--- config.mk ---
export PLATFORM = sky130hd
export DESIGN_NAME = button_conditioner
export DESIGN_NICKNAME = d
export VERILOG_FILES = /design/src/rtl/button_conditioner.sv
export SDC_FILE = /design/constraint.sdc
export NUM_CORES = 1
export LEC_CHECK = 0
export CELL_PAD_IN_SITES_DETAIL_PLACEMENT = 1
export CELL_PAD_IN_SITES_GLOBAL_PLACEMENT = 1
export CORE_MARGIN = 2
export CORE_UTILIZATION = 44
export CTS_BUF_LIST = sky130_fd_sc_hd__clkbuf_8
export DETAILED_ROUTE_END_ITERATION = 6
export PLACE_DENSITY = 0.8
export SKIP_CTS_REPAIR_TIMING = 1
export SYNTH_ARGS = -nofsm -noshare
export SYNTH_HDL_FRONTEND = slang
export SYNTH_SLANG_ARGS = --single-unit
--- constraint.sdc ---
create_clock -name clk -period 1.4 [get_ports clk]
set_input_delay 0.21 -clock clk [delete_from_list [all_inputs] [get_ports clk]]
set_output_delay 0.21 -clock clk [all_outputs]
set_load 0.005 [all_outputs]
--- src/rtl/button_conditioner.sv ---
// Purpose : turns a raw, bouncy, asynchronous push-button into a debounced level and a clean one-cycle press pulse.
// Latency : a clean raw change settled before edge 0 shows on button_level/button_pulse after edge DEBOUNCE_CYCLES+1.
// Backpres: none; the output pulse is fire-and-forget.
//
// Ports:
//   clk          system clock, rising edge
//   rst          asynchronous, active-low reset
//   button_raw   raw button level (asynchronous, may bounce)
//   button_level debounced, synchronised level
//   button_pulse one-cycle press pulse (feeds the LED block's `button`)
//
// Optional feature macro: BUTTON_AUTO_REPEAT_EN adds hold/auto-repeat pulses while the button stays pressed.
// Without it, HOLD_CYCLES and REPEAT_CYCLES have no effect and a held button gives exactly one pulse.
module button_conditioner #(
    parameter int DEBOUNCE_CYCLES = 4,
    parameter int HOLD_CYCLES     = 16,
    parameter int REPEAT_CYCLES   = 8,
    parameter int CNT_WIDTH       = 16
) (
    input  logic clk,
    input  logic rst,
    input  logic button_raw,
    output logic button_level,
    output logic button_pulse
);

    localparam logic [CNT_WIDTH-1:0] CNT_MAX = '1;
    localparam logic [CNT_WIDTH-1:0] DB_LAST = CNT_WIDTH'(DEBOUNCE_CYCLES - 1);

    // Two-flop synchroniser; only sync2_q is visible to the debouncer.
    logic sync1_q, sync2_q;

    always_ff @(posedge clk or negedge rst) begin
        if (!rst) begin
            sync1_q <= 1'b0;
            sync2_q <= 1'b0;
        end else begin
            sync1_q <= button_raw;
            sync2_q <= sync1_q;
        end
    end

    // Debounce: count consecutive samples that disagree with the current level.
    logic                 level_q, level_d;
    logic [CNT_WIDTH-1:0] db_cnt_q, db_cnt_d;
    logic                 rise, fall;

    always_comb begin
        level_d  = level_q;
        db_cnt_d = '0;
        rise     = 1'b0;
        fall     = 1'b0;
        if (sync2_q != level_q) begin
            if (db_cnt_q >= DB_LAST) begin
                level_d  = sync2_q;
                db_cnt_d = '0;
                rise     = sync2_q;
                fall     = ~sync2_q;
            end else if (db_cnt_q != CNT_MAX) begin
                db_cnt_d = db_cnt_q + 1'b1;
            end else begin
                db_cnt_d = db_cnt_q;
            end
        end
    end

    logic pulse_q, pulse_d;

`ifdef BUTTON_AUTO_REPEAT_EN
    localparam logic [1:0] ST_IDLE   = 2'd0;
    localparam logic [1:0] ST_HOLD   = 2'd1;
    localparam logic [1:0] ST_REPEAT = 2'd2;

    localparam logic [CNT_WIDTH-1:0] HOLD_LAST   = CNT_WIDTH'(HOLD_CYCLES - 1);
    localparam logic [CNT_WIDTH-1:0] REPEAT_LAST = CNT_WIDTH'(REPEAT_CYCLES - 1);

    logic [1:0]           state_q, state_d;
    logic [CNT_WIDTH-1:0] rpt_cnt_q, rpt_cnt_d;

    // rpt_cnt_q equals the number of cycles since the last emitted pulse,
    // so the press pulse cycle is count 0.
    always_comb begin
        state_d   = state_q;
        rpt_cnt_d = rpt_cnt_q;
        pulse_d   = 1'b0;
        case (state_q)
            ST_IDLE: begin
                rpt_cnt_d = '0;
                if (rise) begin
                    state_d = ST_HOLD;
                    pulse_d = 1'b1;
                end
            end
            ST_HOLD, ST_REPEAT: begin
                // A release wins over a repeat that falls due on the same edge.
                if (fall) begin
                    state_d   = ST_IDLE;
                    rpt_cnt_d = '0;
                end else if (rpt_cnt_q >= ((state_q == ST_HOLD) ? HOLD_LAST : REPEAT_LAST)) begin
                    state_d   = ST_REPEAT;
                    rpt_cnt_d = '0;
                    pulse_d   = 1'b1;
                end else if (rpt_cnt_q != CNT_MAX) begin
                    rpt_cnt_d = rpt_cnt_q + 1'b1;
                end
            end
            default: begin
                state_d   = ST_IDLE;
                rpt_cnt_d = '0;
            end
        endcase
    end

    always_ff @(posedge clk or negedge rst) begin
        if (!rst) begin
            rpt_cnt_q <= '0;
        end else begin
            rpt_cnt_q <= rpt_cnt_d;
        end
    end
`else
    localparam logic [0:0] ST_IDLE    = 1'b0;
    localparam logic [0:0] ST_PRESSED = 1'b1;

    logic [0:0] state_q, state_d;

    always_comb begin
        state_d = state_q;
        pulse_d = 1'b0;
        case (state_q)
            ST_IDLE: begin
                if (rise) begin
                    state_d = ST_PRESSED;
                    pulse_d = 1'b1;
                end
            end
            ST_PRESSED: begin
                if (fall) begin
                    state_d = ST_IDLE;
                end
            end
            default: state_d = ST_IDLE;
        endcase
    end

    // Hold/repeat timing only matters with auto-repeat; fold the values away here.
    logic unused_cfg;
    assign unused_cfg = ^{CNT_WIDTH'(HOLD_CYCLES), CNT_WIDTH'(REPEAT_CYCLES)};
`endif

    always_ff @(posedge clk or negedge rst) begin
        if (!rst) begin
            level_q  <= 1'b0;
            db_cnt_q <= '0;
            pulse_q  <= 1'b0;
            state_q  <= ST_IDLE;
        end else begin
            level_q  <= level_d;
            db_cnt_q <= db_cnt_d;
            pulse_q  <= pulse_d;
            state_q  <= state_d;
        end
    end

    assign button_level = level_q;
    assign button_pulse = pulse_q;

endmodule

==> results of run 1 <==
-- report_power, final --
group	total [mW]	internal, mW	switching, mW
logic	0.0577	0.0276	0.0301
clock network	0.391	0.198	0.193
registers	0.664	0.636	0.0278
total	1.11	0.862	0.251
-- final cells by class --
class	instances	area share, %
repair buffers	8	7.682
inverters	1	0.3974
multi-input cells	35	29.27
flip-flops and latches	21	55.63
well taps	16	2.119
clock buffers	3	4.371
clock inverters	1	0.5298
-- worst paths after layout --
path	endpoint	slack, ns	cells after the start	startpoint
min in group clk	sync2_q$_DFF_PN0_	0.35	0	sync1_q$_DFF_PN0_
max in group asynchronous	db_cnt_q[11]$_DFFE_PN0P_	0.91	2	rst
hold / removal	db_cnt_q[12]$_DFFE_PN0P_	0.29	2	rst
hold reg to reg	sync2_q$_DFF_PN0_	0.35	0	sync1_q$_DFF_PN0_
setup / recovery	db_cnt_q[1]$_DFFE_PN0P_	-0.06	4	db_cnt_q[0]$_DFFE_PN0P_
setup reg to reg	db_cnt_q[1]$_DFFE_PN0P_	-0.06	4	db_cnt_q[0]$_DFFE_PN0P_
-- stage by stage --
stage	area (sq um)	setup slack (ns)	util (%)
floorplan	769.5	0.03054	-
global placement	852.1	-0.04092	55.91
detailed placement	852.1	-0.04747	55.91
CTS	898.4	-0.08412	58.95
global route	944.7	-0.1089	61.99
finish	944.7	-0.06315	61.99
-- state kept, by name, indices dropped and copies added (netlist names) --
register      cells
db_cnt_q         16
button_level      1
button_pulse      1
state_q           1
sync1_q           1
sync2_q           1
-- logic make-up after synthesis --
| group | after synthesis |
|---|---|
| simple gates | 14 |
| other cells | 1 |
| fa+ha+maj | 1 |
| flops | 21 |
| compound gates | 4 |
| buf+inv | 1 |
| mux | 1 |
| xor+xnor | 1 |
-- worst max-delay path: stages (launching register included) --
cell and delay (ns):
dfrtp_1 0.39, ha_4 0.16, nand4_1 0.11, or4_4 0.45, and4b_2 0.24
-- routing by layer --
metal	track usage [%]	part of all wire, %	vias up
li1	-	-	200
met1	14.59	32	209
met2	26.76	60	10
met3	3.673	4.0	6
met4	12.73	3.7	0
met5	0	0	-
-- placed cells by master, fill, tap and decap left out, drive strengths merged, types with 2 or more instances in the layout --
master         count
dfrtp             21
clkdlybuf4s50      3
clkbuf             3
nor3               2
nand4              4
nor4               3
conb              14
buf                4
==> metrics.cfg, run 1 <==
[layout]
antenna_cells=0
multi_input_area_sq_um=276.5
fillers=146
fin_nets=74
area_growth_pct=31.53
seq_area_sq_um=525.5
drive_gt1_share_pct=21.74
fin_cells=85

[detailed_routing]
drtPass1Iterations=4
drt_wl_total_um=1336
drc_errors=0
wl_per_cell_um=15.72
drtIter0Drc=4
via_per_inst=5.000
drtAntennaViolNets=0
route.vias.total=425

[timing]
fin_crit_sh_pct=104.5
fin_skew_ns=0.002122
fin_ws_ns=-0.06315
setup_tns_ns=-0.07905
fmax_ghz=0.6835
rsz0062_at_grt=yes
finalHoldViolCount=0
finalSetupViolCount=2
final_max_slew_viol_count=0
period_minus_slack_ns=1.463
holdWs_ns=0.2864

[run]
cap_violations=0

[floorplan]
die_height_um=44.40
start_util_pct=47.13
dieArea_sq_um=1971
coreArea_sq_um=1524
ios=5
chipWidth_um=44.40
placementRows=14

[yosys]
ys_seq_elements=21
synth_top_area_share_pct=73.17
synthTopCellsByCount=21 x dfrtp_1, 4 x nand4_1, 3 x nor4_2
synthArstFlopShare_pct=100.0
synthMuxAreaShare_pct=1.568
synth_compound_area_share_pct=5.226
syn_inst=44
yosysMostFrequentCell=dfrtp_1
synth.cell_area_sq_um=718.2
synth_area_leaders=dfrtp_1 73%, nor4_2 5.2%, nand4_1 3.5%, a211oi_2 1.7%, ha_1 1.7%
ys_warn_count=0
synth_edf_count=0
synthSimpleGateAreaFrac_pct=16.03
post-synth-top-area-cell=dfrtp_1
synth_cell_types=18
synth_top_family_by_area=simple AND/OR/NAND/NOR gates
synth-seq-area-share_pct=73.17
syn_area_per_cell_sq_um=16.32
synthFlopType=dfrtp_1
synth_fa_ha_area_share_pct=1.742
synth_xor_area_share_pct=1.220

[global_routing]
track_usage_pct=15.15
grt_overflow_total=0
grt_pass1_vias=460
antenna_found_initial=0
grt_pass1_wl_um=1911
grt_max_degree=22

[critical_path]
worstPathRequired_ns=1.55
critPathLaunchType=register
critical_path_arrival_ns=1.61
end_kind=register
critPathMaxFanout=2
critical_path_class=register to register

[clocking]
cts_tree=yes
clk_pin_slew_ns=0.07
cts-root-buf=clkbuf_8
numCtsBuffers=3
cts_max_level=1
cts_buffer_depth=2
cts_sinks=21
insertion_delay_ns=0.26

[place]
dp_hpwl_um=799.6
globalplace.congestion=0.6910
io_buffers=4
dp.cells=80

[pwr]
p_leak_nw=0.4224
power.density_nw_per_um2=1178
total_power_mw=1.113
ir_drop_v=0.0006846

[hold_path]
holdCritPathClass=input port to asynchronous set/reset pin

[outcome]
outcome=finished, violations left
violations=negative setup slack

Power figures use the tool's default switching activity.
==> run 2, diff against run 1 <==
--- a/config.mk
+++ b/config.mk
@@ -8,10 +8,10 @@
 export CELL_PAD_IN_SITES_DETAIL_PLACEMENT = 1
 export CELL_PAD_IN_SITES_GLOBAL_PLACEMENT = 1
 export CORE_MARGIN = 2
-export CORE_UTILIZATION = 44
+export CORE_UTILIZATION = 40
 export CTS_BUF_LIST = sky130_fd_sc_hd__clkbuf_8
 export DETAILED_ROUTE_END_ITERATION = 6
-export PLACE_DENSITY = 0.8
+export PLACE_DENSITY = 0.74
 export SKIP_CTS_REPAIR_TIMING = 1
 export SYNTH_ARGS = -nofsm -noshare
 export SYNTH_HDL_FRONTEND = slang
==> metrics.cfg, run 2 (synthesis results as in run 1) <==
[detailed_routing]
via_per_inst=4.596  ; was 5.000
drtPass1Iterations=4  ; unchanged
wl_per_cell_um=12.96  ; was 15.72 um
route.vias.total=432  ; was 425
drtAntennaViolNets=0  ; unchanged
drc_errors=0  ; unchanged
drt_wl_total_um=1218  ; was 1336 um
drtIter0Drc=3  ; was 4

[layout]
drive_gt1_share_pct=20.29  ; was 21.74%
fin_cells=94  ; was 85
fillers=170  ; was 146
layout_common_cells=21 x dfrtp_1, 14 x conb_1, 4 x nand4_1, 4 x buf_4  ; unchanged
top_register=db_cnt_q  ; unchanged
antenna_cells=0  ; unchanged
final_util_pct=55.38  ; was 61.99%
area_growth_pct=31.71  ; was 31.53%
layout_commonest_cell=dfrtp_1  ; unchanged
largest_reg_flops=16  ; unchanged
multi_input_area_sq_um=267.8  ; was 276.5 sq um
final_area_sq_um=945.9  ; was 944.7 sq um
fin_nets=74  ; unchanged
seq_area_sq_um=525.5  ; unchanged

[clocking]
numCtsBuffers=3  ; unchanged
insertion_delay_ns=0.25  ; was 0.26 ns
cts_buffer_depth=2  ; unchanged
clk_pin_slew_ns=0.07  ; about the same
cts_max_level=1  ; unchanged
cts_tree=yes  ; unchanged
cts-root-buf=clkbuf_8  ; unchanged
cts_sinks=21  ; unchanged

[floorplan]
chipWidth_um=46.38  ; was 44.40 um
placementRows=15  ; was 14
dieArea_sq_um=2151  ; was 1971 sq um
die_height_um=46.38  ; was 44.40 um
ios=5  ; unchanged
start_util_pct=42.05  ; was 47.13%
coreArea_sq_um=1708  ; was 1524 sq um

[global_routing]
track_usage_pct=13.94  ; was 15.15%
met2_usage_pct=18.61  ; was 26.76%
grt_max_degree=22  ; unchanged
use_met3_pct=3.529  ; was 3.673%
grt_overflow_total=0  ; unchanged
grt_pass1_vias=447  ; was 460
antenna_found_initial=0  ; unchanged
top_usage_layer=met2  ; unchanged
grt_util_met1_pct=18.41  ; was 14.59%
grt_pass1_wl_um=1959  ; was 1911 um

[outcome]
outcome=finished, violations left  ; unchanged
violations=negative setup slack  ; unchanged

[timing]
final_max_slew_viol_count=0  ; unchanged
period_minus_slack_ns=1.466  ; was 1.463 ns
finalHoldViolCount=0  ; unchanged
fin_ws_ns=-0.06564  ; was -0.06315 ns
fmax_ghz=0.6823  ; was 0.6835 GHz
rsz0062_at_grt=yes  ; unchanged
fin_crit_sh_pct=104.7  ; was 104.5%
finalSetupViolCount=3  ; was 2
fin_skew_ns=0.005340  ; was 0.002122 ns

[hold_path]
holdCritPathClass=input port to asynchronous set/reset pin  ; unchanged

[critical_path]
worst-r2r-cell-count=4  ; unchanged
crit_family=simple AND/OR/NAND/NOR gates  ; unchanged
critical_path_arrival_ns=1.60  ; was 1.61 ns
critical_path_class=register to register  ; unchanged
worstPathRequired_ns=1.54  ; was 1.55 ns
crit_path_top_delay_cell=or4_4  ; unchanged
reg2reg_slack_ns=-0.07  ; was -0.06 ns
crit_buf_inv=0  ; unchanged
path_cells=ha_4, nand4_1, or4_4, and4b_2  ; unchanged
rr_endpoint=db_cnt_q[1]$_DFFE_PN0P_  ; unchanged
critPathLaunchType=register  ; unchanged
path_depth=4  ; unchanged
rr_startpoint=db_cnt_q[0]$_DFFE_PN0P_  ; unchanged
crit_path_max_incr_delay_ns=0.44  ; was 0.45 ns
critPathMaxFanout=2  ; unchanged
end_kind=register  ; unchanged

[place]
dp_hpwl_um=824.6  ; was 799.6 um
io_buffers=4  ; unchanged
post_dp_cell_area_sq_um=863.3  ; was 852.1 sq um
globalplace.congestion=0.7780  ; was 0.6910
pre_cts_slack_ns=-0.04199  ; was -0.04747 ns
dp.cells=89  ; was 80

[pwr]
p_leak_nw=0.4222  ; was 0.4224 nW
power.density_nw_per_um2=1150  ; was 1178 nW/um^2
ir_drop_v=0.0006912  ; was 0.0006846 V

[run]
cap_violations=0  ; unchanged

[run 2: changes by cell type in the layout (fill, tap and decap cells not counted)]
cell	before	now
clkinv_2	1	0
inv_1	1	2
nor4_2	0	1
nor4_4	3	2
[run 2: area by class of cell]
| type | count | share of cell area [%] |
|---|---|---|
| sequential | 21 | 55.56 |
| multi-input combinational | 35 | 28.31 |
| timing repair buffer | 8 | 7.672 |
| clock buffer | 3 | 4.365 |
| tap | 25 | 3.307 |
| clock inverter | 1 | 0.3968 |
| inverter | 1 | 0.3968 |
[run 2: where the power goes]
group	switching, mW	internal [mW]	total, mW
sequential	0.0249	0.637	0.661
combinational	0.0286	0.0271	0.0557
clock	0.176	0.195	0.370
total	0.229	0.858	1.09
[run 2: layer usage]
| metal | wire, um | up-vias |
|---|---|---|
| met2 | 619 | 5 |
| met4 | 26 | 0 |
| met5 | 0 | - |
| li1 | - | 200 |
| met1 | 534 | 225 |
| met3 | 37 | 2 |
[run 2: through the flow]
stage                     hold slack, ns  TNS (ns)  power, mW
after global placement            0.3333  -0.03944     0.7177
final                             0.3013  -0.08158      1.087
after global routing              0.3194   -0.3008      1.143
after detailed placement          0.3397  -0.04836     0.7212
after CTS                         0.3011   -0.1391      1.099
after floorplan                 -0.08559         0     0.6870
[run 2: how the worst max path moves through the flow]
stage | start | end | slack [ns]
3_3_place_gp | db_cnt_q[0]$_DFFE_PN0P_ | db_cnt_q[1]$_DFFE_PN0P_ | -0.04
4_1_cts | db_cnt_q[0]$_DFFE_PN0P_ | db_cnt_q[1]$_DFFE_PN0P_ | -0.06
3_5_place_dp | db_cnt_q[0]$_DFFE_PN0P_ | db_cnt_q[1]$_DFFE_PN0P_ | -0.04
2_1_floorplan | db_cnt_q[0]$_DFFE_PN0P_ | db_cnt_q[1]$_DFFE_PN0P_ | 0.03
5_1_grt | db_cnt_q[0]$_DFFE_PN0P_ | db_cnt_q[1]$_DFFE_PN0P_ | -0.10
6_report | db_cnt_q[0]$_DFFE_PN0P_ | db_cnt_q[1]$_DFFE_PN0P_ | -0.07
[run 2: worst reg2reg max path: cells and delay by family, from the launching register on]
| family | cells | cell delay [ns] |
|---|---|---|
| DFF | 1 | 0.39 |
| and+or+nand+nor | 3 | 0.79 |
| adders and majority gates | 1 | 0.17 |
